`src/rtl/ln_mean_acc_ctrl.sv`:
```
// LayerNorm stage-1 accumulator sequencer: job config, beat gating, loop flags and reciprocal operand.
// Latency: 1 cycle from an accepted beat to acc_vld/acc_dat/flags; done DRAIN_CYC cycles after the last beat.
// Backpressure: in_rdy is high only in RUN; the source holds its data while in_rdy is low.
module ln_mean_acc_ctrl #(
    parameter int DW        = 16,
    parameter int TOUT      = 32,
    parameter int LOG2_TOUT = 5,
    parameter int CH_W      = 12,
    parameter int STRIPE_W  = 16,
    parameter int DRAIN_CYC = 5
) (
    input  logic                    clk,
    input  logic                    rst_n,
    input  logic                    start,
    input  logic                    soft_clr,
    input  logic [LOG2_TOUT:0]      cfg_stripe_len,
    input  logic [CH_W-1:0]         cfg_ch_groups,
    input  logic [STRIPE_W-1:0]     cfg_stripe_num,
    input  logic [2*DW:0]           cfg_recip,
    input  logic                    in_vld,
    output logic                    in_rdy,
    input  logic [DW+LOG2_TOUT-1:0] in_dat,
    output logic                    acc_vld,
    output logic [DW+LOG2_TOUT-1:0] acc_dat,
    output logic                    acc_stripe_end,
    output logic                    acc_ch_last,
    output logic                    acc_ch_stripe_end,
    output logic [2*DW:0]           acc_recip,
    output logic                    busy,
    output logic                    done,
    output logic                    cfg_err
);
    localparam int DCW = (DRAIN_CYC > 1) ? $clog2(DRAIN_CYC) : 1;

    typedef enum logic [1:0] {IDLE, RUN, DRAIN} state_t;

    state_t                state;
    logic [LOG2_TOUT:0]    stripe_len_q;
    logic [CH_W-1:0]       ch_groups_q;
    logic [STRIPE_W-1:0]   stripe_num_q;
    logic [LOG2_TOUT:0]    pix_cnt;
    logic [CH_W-1:0]       ch_cnt;
    logic [STRIPE_W-1:0]   str_cnt;
    logic [DCW-1:0]        drain_cnt;

    logic beat, se, cl, cse, last, cfg_ok;

    assign in_rdy = (state == RUN);
    assign busy   = (state != IDLE);
    assign beat   = in_vld & in_rdy;

    assign se   = (pix_cnt == stripe_len_q - {{LOG2_TOUT{1'b0}}, 1'b1});
    assign cl   = (ch_cnt == ch_groups_q - {{(CH_W-1){1'b0}}, 1'b1});
    assign cse  = se & cl;
    assign last = cse & (str_cnt == stripe_num_q - {{(STRIPE_W-1){1'b0}}, 1'b1});

    assign cfg_ok = (cfg_stripe_len != '0) && (cfg_stripe_len <= (LOG2_TOUT+1)'(TOUT)) &&
                    (cfg_ch_groups != '0) && (cfg_stripe_num != '0);

    always_ff @(posedge clk or negedge rst_n) begin
        if (!rst_n) begin
            state             <= IDLE;
            stripe_len_q      <= '0;
            ch_groups_q       <= '0;
            stripe_num_q      <= '0;
            pix_cnt           <= '0;
            ch_cnt            <= '0;
            str_cnt           <= '0;
            drain_cnt         <= '0;
            acc_vld           <= 1'b0;
            acc_dat           <= '0;
            acc_stripe_end    <= 1'b0;
            acc_ch_last       <= 1'b0;
            acc_ch_stripe_end <= 1'b0;
            acc_recip         <= '0;
            done              <= 1'b0;
            cfg_err           <= 1'b0;
        end else begin
            done              <= 1'b0;
            cfg_err           <= 1'b0;
            acc_vld           <= beat;
            acc_stripe_end    <= beat & se;
            acc_ch_last       <= beat & cl;
            acc_ch_stripe_end <= beat & cse;
            if (beat)
                acc_dat <= in_dat;

            if (soft_clr) begin
                // abort wins over everything, including a same-cycle start; recip is kept
                state             <= IDLE;
                pix_cnt           <= '0;
                ch_cnt            <= '0;
                str_cnt           <= '0;
                drain_cnt         <= '0;
                acc_vld           <= 1'b0;
                acc_stripe_end    <= 1'b0;
                acc_ch_last       <= 1'b0;
                acc_ch_stripe_end <= 1'b0;
            end else begin
                case (state)
                    IDLE: begin
                        if (start) begin
                            if (cfg_ok) begin
                                stripe_len_q <= cfg_stripe_len;
                                ch_groups_q  <= cfg_ch_groups;
                                stripe_num_q <= cfg_stripe_num;
                                acc_recip    <= cfg_recip;
                                pix_cnt      <= '0;
                                ch_cnt       <= '0;
                                str_cnt      <= '0;
                                state        <= RUN;
                            end else begin
                                cfg_err <= 1'b1;
                            end
                        end
                    end
                    RUN: begin
                        if (beat) begin
                            if (last) begin
                                pix_cnt   <= '0;
                                ch_cnt    <= '0;
                                str_cnt   <= '0;
                                drain_cnt <= DCW'(DRAIN_CYC - 1);
                                state     <= DRAIN;
                            end else if (se) begin
                                pix_cnt <= '0;
                                if (cl) begin
                                    ch_cnt  <= '0;
                                    str_cnt <= str_cnt + 1'b1;
                                end else begin
                                    ch_cnt <= ch_cnt + 1'b1;
                                end
                            end else begin
                                pix_cnt <= pix_cnt + 1'b1;
                            end
                        end
                    end
                    DRAIN: begin
                        if (drain_cnt == '0) begin
                            done  <= 1'b1;
                            state <= IDLE;
                        end else begin
                            drain_cnt <= drain_cnt - 1'b1;
                        end
                    end
                    default: state <= IDLE;
                endcase
            end
        end
    end
endmodule

```
`config.mk`:
```
export PLATFORM = sky130hd
export DESIGN_NAME = ln_mean_acc_ctrl
export DESIGN_NICKNAME = d
export VERILOG_FILES = /design/src/rtl/ln_mean_acc_ctrl.sv
export SDC_FILE = /design/constraint.sdc
export NUM_CORES = 1
export LEC_CHECK = 0
export ABC_AREA = 0
export BUFFER_PORTS_ARGS = -buffer_cell sky130_fd_sc_hd__clkbuf_2
export CAP_MARGIN = 20
export CORE_ASPECT_RATIO = 0.8
export CORE_MARGIN = 2
export CORE_UTILIZATION = 58
export DETAILED_ROUTE_END_ITERATION = 8
export GPL_TIMING_DRIVEN = 0
export PLACE_DENSITY = 0.85
export SYNTH_ARGS = -nofsm -noshare
export SYNTH_HDL_FRONTEND = slang
export SYNTH_SLANG_ARGS = --single-unit
```
`constraint.sdc`:
```
create_clock -name clk -period 8 [get_ports clk]
set_input_delay 1.6 -clock clk [delete_from_list [all_inputs] [get_ports clk]]
set_output_delay 1.6 -clock clk [all_outputs]
set_load 0.05 [all_outputs]
```
=== Word-level counts from Yosys, hierarchy flattened ===
Cells that the tools add are included.

* Bits in registers: 133
* Bits in latches: 0
* Bits in writable memories: 0
* Memory bits (read-only): 0
* Bits of input ports: 93
* Output and inout port bits: 62
* Memories: 0

* Add/subtract/negate cells: 7
* Multiply operators: 0
* Div/mod/pow operators: 0
* Magnitude comparators: 1
* Equal/unequal tests: 13
* Shifts and indexed selects: 0
* Muxes and demuxes: 46
* Bitwise operators: 7
* Reductions and logical operators: 17

{| class="wikitable"
|+ Operator list
! operator !! number
|-
| 16-bit 2-to-1 mux || 7
|-
| 12-bit 2-to-1 mux || 7
|-
| 6-bit 2-to-1 mux || 6
|-
| 16-bit one-hot mux with 2 select lines || 1
|-
| 12-bit one-hot mux with 2 select lines || 1
|-
| 16-bit by 1-bit adder with 16-bit output, second input constant || 1
|-
| 16-bit == test || 1
|-
| 16-bit nonzero test || 1
|-
| 16-bit by 1-bit subtractor with 16-bit output, second input constant || 1
|-
| 12-bit by 1-bit adder with 12-bit output, second input constant || 1
|-
| 12-bit == test || 1
|-
| 2-bit 2-to-1 mux || 6
|-
| 3-bit 2-to-1 mux || 4
|-
| 3-bit inequality test, second input constant || 4
|-
| 6-bit one-hot mux with 2 select lines || 1
|-
| 4-bit AND reduction || 3
|-
| 12-bit nonzero test || 1
|-
| 12-bit by 1-bit subtractor with 12-bit output, second input constant || 1
|-
| 1-bit 2-to-1 mux || 11
|-
| 5-bit AND reduction || 2
|-
| 4-bit by 2-bit inequality test with 1-bit output, second input constant || 2
|-
| 6-bit by 1-bit adder with 6-bit output, second input constant || 1
|-
| 1-bit AND || 6
|-
| 6-bit == test || 1
|-
| other kinds (16) || 20
|}

=== Logic depth before layout (Yosys ltp) ===
* Depth after elaboration: 8
* Mapped depth: 12

=== Least setup slack after synthesis ===
No wires, ideal clock.

* Path type: input to register
* From: input port cfg_stripe_len[1]
* To: register acc_recip[31]
* Setup time: 125 ps
* Data arrival time: 3768 ps
* Slack: 4107 ps
* Stages: 7
* Path buffers: 2
* Cells stage by stage: or4_1 > o21ai_0 > nand4_1 > nor3_1 > clkbuf_1 > clkbuf_1 > mux2_2

* Word-level cells in the longest chain between the ends: 5

{| class="wikitable"
|+ RTL lines
! what !! RTL line !! RTL
|-
| start: declaration || 16 || <nowiki>input logic [LOG2_TOUT:0] cfg_stripe_len,</nowiki>
|-
| 6-bit less-or-equal comparator or 6-bit nonzero test (tied branches) || 57 || <nowiki>assign cfg_ok = (cfg_stripe_len != '0) && (cfg_stripe_len <= (LOG2_TOUT+1)'(TOUT)) &&</nowiki>
|-
| 1-bit logical AND * (2 in series) || 57 ||
|-
| 1-bit logical AND * || 58 || <nowiki>(cfg_ch_groups != '0) && (cfg_stripe_num != '0);</nowiki>
|-
| 4-bit AND reduction (no line) * || n/a ||
|-
| end signal: assignment || 107 || <nowiki>acc_recip <= cfg_recip;</nowiki>
|-
| end: declaration || 28 || <nowiki>output logic [2*DW:0] acc_recip,</nowiki>
|}

Every way passes the cells marked *; elsewhere a longest branch is shown, timed or not.
A chain may end at the register's enable or synchronous reset.

=== Worst setup path in the final report ===
* From: input port cfg_stripe_len[1]
* To: register ch_groups_q[6]

* Word-level cells in the longest chain between the ends: 5

{| class="wikitable"
|+ RTL lines
! what !! RTL line !! RTL
|-
| 6-bit less-or-equal comparator or 6-bit nonzero test (tied branches) || 57 ||
|-
| 1-bit logical AND * (2 in series) || 57 ||
|-
| 1-bit logical AND * || 58 ||
|-
| 4-bit AND reduction (no line) * || n/a ||
|-
| end signal: assignment || 105 || <nowiki>ch_groups_q <= cfg_ch_groups;</nowiki>
|-
| end: declaration || 39 || <nowiki>logic [CH_W-1:0] ch_groups_q;</nowiki>
|}

Marks and branches as above.

==> reports/qor.csv <==
metric,value,unit
outcome,completed,
ys flop type,dfrtp_1,
CTS tree,yes,
Num CTS Buffers,17,
synthesis-stage register bit count,133,
Total Routed Length,17250,um
sequential power share,0.376,
Syn-to-layout area delta,23.74,%
Worst Setup EP,ch_groups_q[6]$_DFFE_PN0P_,
DRT Pass-1 Iters,5,
Die H,99.70,um
DRT iter0 DRCs,288,
Slew Limit Fails,0,
Pwr Density,288.3,nW/um2
cts repair resizes,0,
Static Leak,3.745,nW
Crit-path slowest cell,clkbuf_1,
initial antenna violation count,0,
"most common cell after layout, fill and taps aside",clkbuf_2,
sw frac,0.3824,
Die W,123.6,um
share of post-route cells with drive strength above 1,0.3585,
Mapped Cells,594,
Crit path max-delay family,buffers and inverters,
CORE AREA,11020,um2
P_sw,0.9061,mW
die area,12330,um2
Avg WL per Cell,18.65,um
Buf/Inv on CP,3,
grt ovf,0,
max_cap viols,0,
drt via density,5.890,
Setup CP Type,input port to flop,
latest clock arrival within the worst-skew pair,430,ps
Int Pwr,1.463,mW
starting density of the core,0.6027,
Worst Path Required,8300,ps
logic gate share of total power,0.294,
Crit path largest cell delay,600,ps
hold crit path type,flop to flop,
worst reg2reg endpoint,str_cnt[10]$_DFFE_PN0P_,
"Hold-fix buffers, CTS",0,
Clock Power Share,0.330,
nets,869,
DR vias,5448,
Rows,34,
"commonest non-fill, non-tap cells in the layout","clkbuf_2 (153), dfrtp_1 (133), mux2_2 (83)",
Setup crit end kind,flop,
setup ws final,3663,ps
Async SR Flop Fraction,1.000,
Worst VDD drop,0.2728,mV
diode count,0,
Filler Cells Inserted,679,
clock tree sinks,133,
crit path max fanout,10,
maximum clock insertion buffer count,2,
Critical Path Stages,8,
Setup Buffers After CTS,0,
vias in the first global route,5799,
final worst-path cycle share,0.5421,
syn_area_per_cell,11.18,um2
number of port buffers,154,
largest net degree at the start of global routing,77,
clock slew at reported path FFs,60,ps
synth unique cells,59,
htree depth,4,
CP arrival,4640,ps
Place WS,3285,ps
most frequent cell on the critical path,clkbuf_1,
DRC,0,
Detailed Place HPWL,12420,um
TNS Setup,0,ps
first-pass GRT wire length,28190,um
CP Cell Sequence,clkbuf_2 -> or4_1 -> o21ai_0 -> nand4_1 -> nor3_1 -> clkbuf_1 -> clkbuf_1 -> mux2_2,
RSZ-0062 raised after global routing,no,
Syn. warnings,0,
final hold vios,0,
slew margin rel.,0.4723,
All-Layer GR Usage,0.3001,
final setup vio count,0,
Worst R2R Path Depth,12,
worst slew pin tran,771.5,ps
fin crit period,4337,ps
sequential element share of the synthesized area,0.5012,
Worst setup SP type,input port,
Setup crit start,cfg_stripe_len[1],
clock root cell,clkbuf_16,
final RePlAce weighted congestion,0.8659,
Clock Skew,7.638,ps
reg2reg setup slack,4290,ps
IO Pins,155,
Max Freq,230.6,MHz
Post-synth EDFFs,0,
synthesized cell area,6640,um2
"Net Count, Synth",695,
remaining antenna violation count after routing,0,
RR Startpoint,ch_groups_q[0]$_DFFE_PN0P_,
[logic make-up (layout without fill, tap and decap cells)]
family / count (synthesis) / in the layout / synth area share
xor+xnor: 67 / 67 / 0.09045
buf+inv: 36 / 223 / 0.02280
fa+ha+maj: 8 / 8 / 0.01508
flops: 133 / 133 / 0.5012
compound gates: 67 / 67 / 0.06727
mux: 83 / 83 / 0.1408
simple gates: 200 / 200 / 0.1624
[worst min-delay path by stage]
stage / cells past startpoint / to / start
CTS: 1 / acc_recip[27]$_DFFE_PN0P_ / acc_recip[27]$_DFFE_PN0P_
finish: 1 / acc_recip[27]$_DFFE_PN0P_ / acc_recip[27]$_DFFE_PN0P_
global route: 1 / acc_recip[32]$_DFFE_PN0P_ / acc_recip[32]$_DFFE_PN0P_
global placement: 1 / acc_dat[6]$_DFFE_PN0P_ / acc_dat[6]$_DFFE_PN0P_
detailed placement: 1 / acc_recip[26]$_DFFE_PN0P_ / acc_recip[26]$_DFFE_PN0P_
floorplan: 1 / pix_cnt[4]$_DFFE_PN0P_ / pix_cnt[4]$_DFFE_PN0P_
[per-stage QoR]
step	util	area, um2	total power, mW	hold WS (ps)	cells
after floorplan	-	6640	1.389	486.9	594
after global placement	0.6890	7591	1.552	487.3	892
after detailed placement	0.6923	7627	1.585	496.1	893
after CTS	0.7457	8217	2.373	510.7	925
after global routing	0.7457	8217	2.457	523.7	925
final	0.7457	8217	2.369	505.4	925
[cell type report]
class | instances | area (um2) | area share
Clock buffer | 17 | 425.4 | 0.05177
Timing Repair Buffer | 155 | 807.0 | 0.09822
Buffer | 22 | 98.84 | 0.01203
Inverter | 14 | 52.55 | 0.006396
Multi-Input combinational cell | 425 | 3161 | 0.3847
Sequential cell | 133 | 3328 | 0.4051
Clock inverter | 15 | 163.9 | 0.01995
Tap cell | 144 | 180.2 | 0.02193
[power groups by stage]
stage                     clock network, mW  logic, mW  registers [mW]
final                                 0.782      0.697           0.890
after global routing                  0.818      0.736           0.903
after CTS                             0.787      0.698           0.888
after detailed placement                  0      0.689           0.896
after global placement                    0      0.665           0.886
after floorplan                           0      0.256            1.13
[flip-flops by register name, summed over array words and instances (netlist names)]
name,count
acc_stripe_end,1
ch_cnt,12
state,2
drain_cnt,3
acc_recip,33
acc_dat,21
acc_ch_stripe_end,1
acc_ch_last,1
pix_cnt,6
stripe_len_q,6
str_cnt,16
acc_vld,1
stripe_num_q,16
done,1
cfg_err,1
ch_groups_q,12
[cell usage after synthesis, drive strengths merged, types with 12 or more instances]
| library cell | count | area share |
|---|---|---|
| nand3 | 19 | 0.014 |
| xor2 | 31 | 0.041 |
| nor3 | 21 | 0.016 |
| and3 | 12 | 0.011 |
| clkbuf | 16 | 0.0090 |
| dfrtp | 133 | 0.50 |
| o21ai | 25 | 0.019 |
| inv | 14 | 0.0079 |
| xnor2 | 35 | 0.046 |
| mux2 | 83 | 0.14 |
| nor4 | 13 | 0.012 |
| nand2 | 32 | 0.018 |
| nor2 | 43 | 0.024 |
[worst register-to-register path: cells and delay by family (launching register included)]
kind,cells,cell delay [ps]
DFF,1,430
and+or+nand+nor,6,2100
xor gates and xnor gates,1,180
AOI/OAI and AO/OA,1,210
adders and majority gates,1,210
buffers and inverters,3,470
[metal layers]
layer | vias up | wire, um | track usage
met5 | - | 0 | 0
met4 | 0 | 618 | 0.1495
met3 | 59 | 1379 | 0.09289
met2 | 237 | 8374 | 0.4742
met1 | 2685 | 6879 | 0.3743
li1 | 2467 | - | -
(Power assumes the default switching activity.)
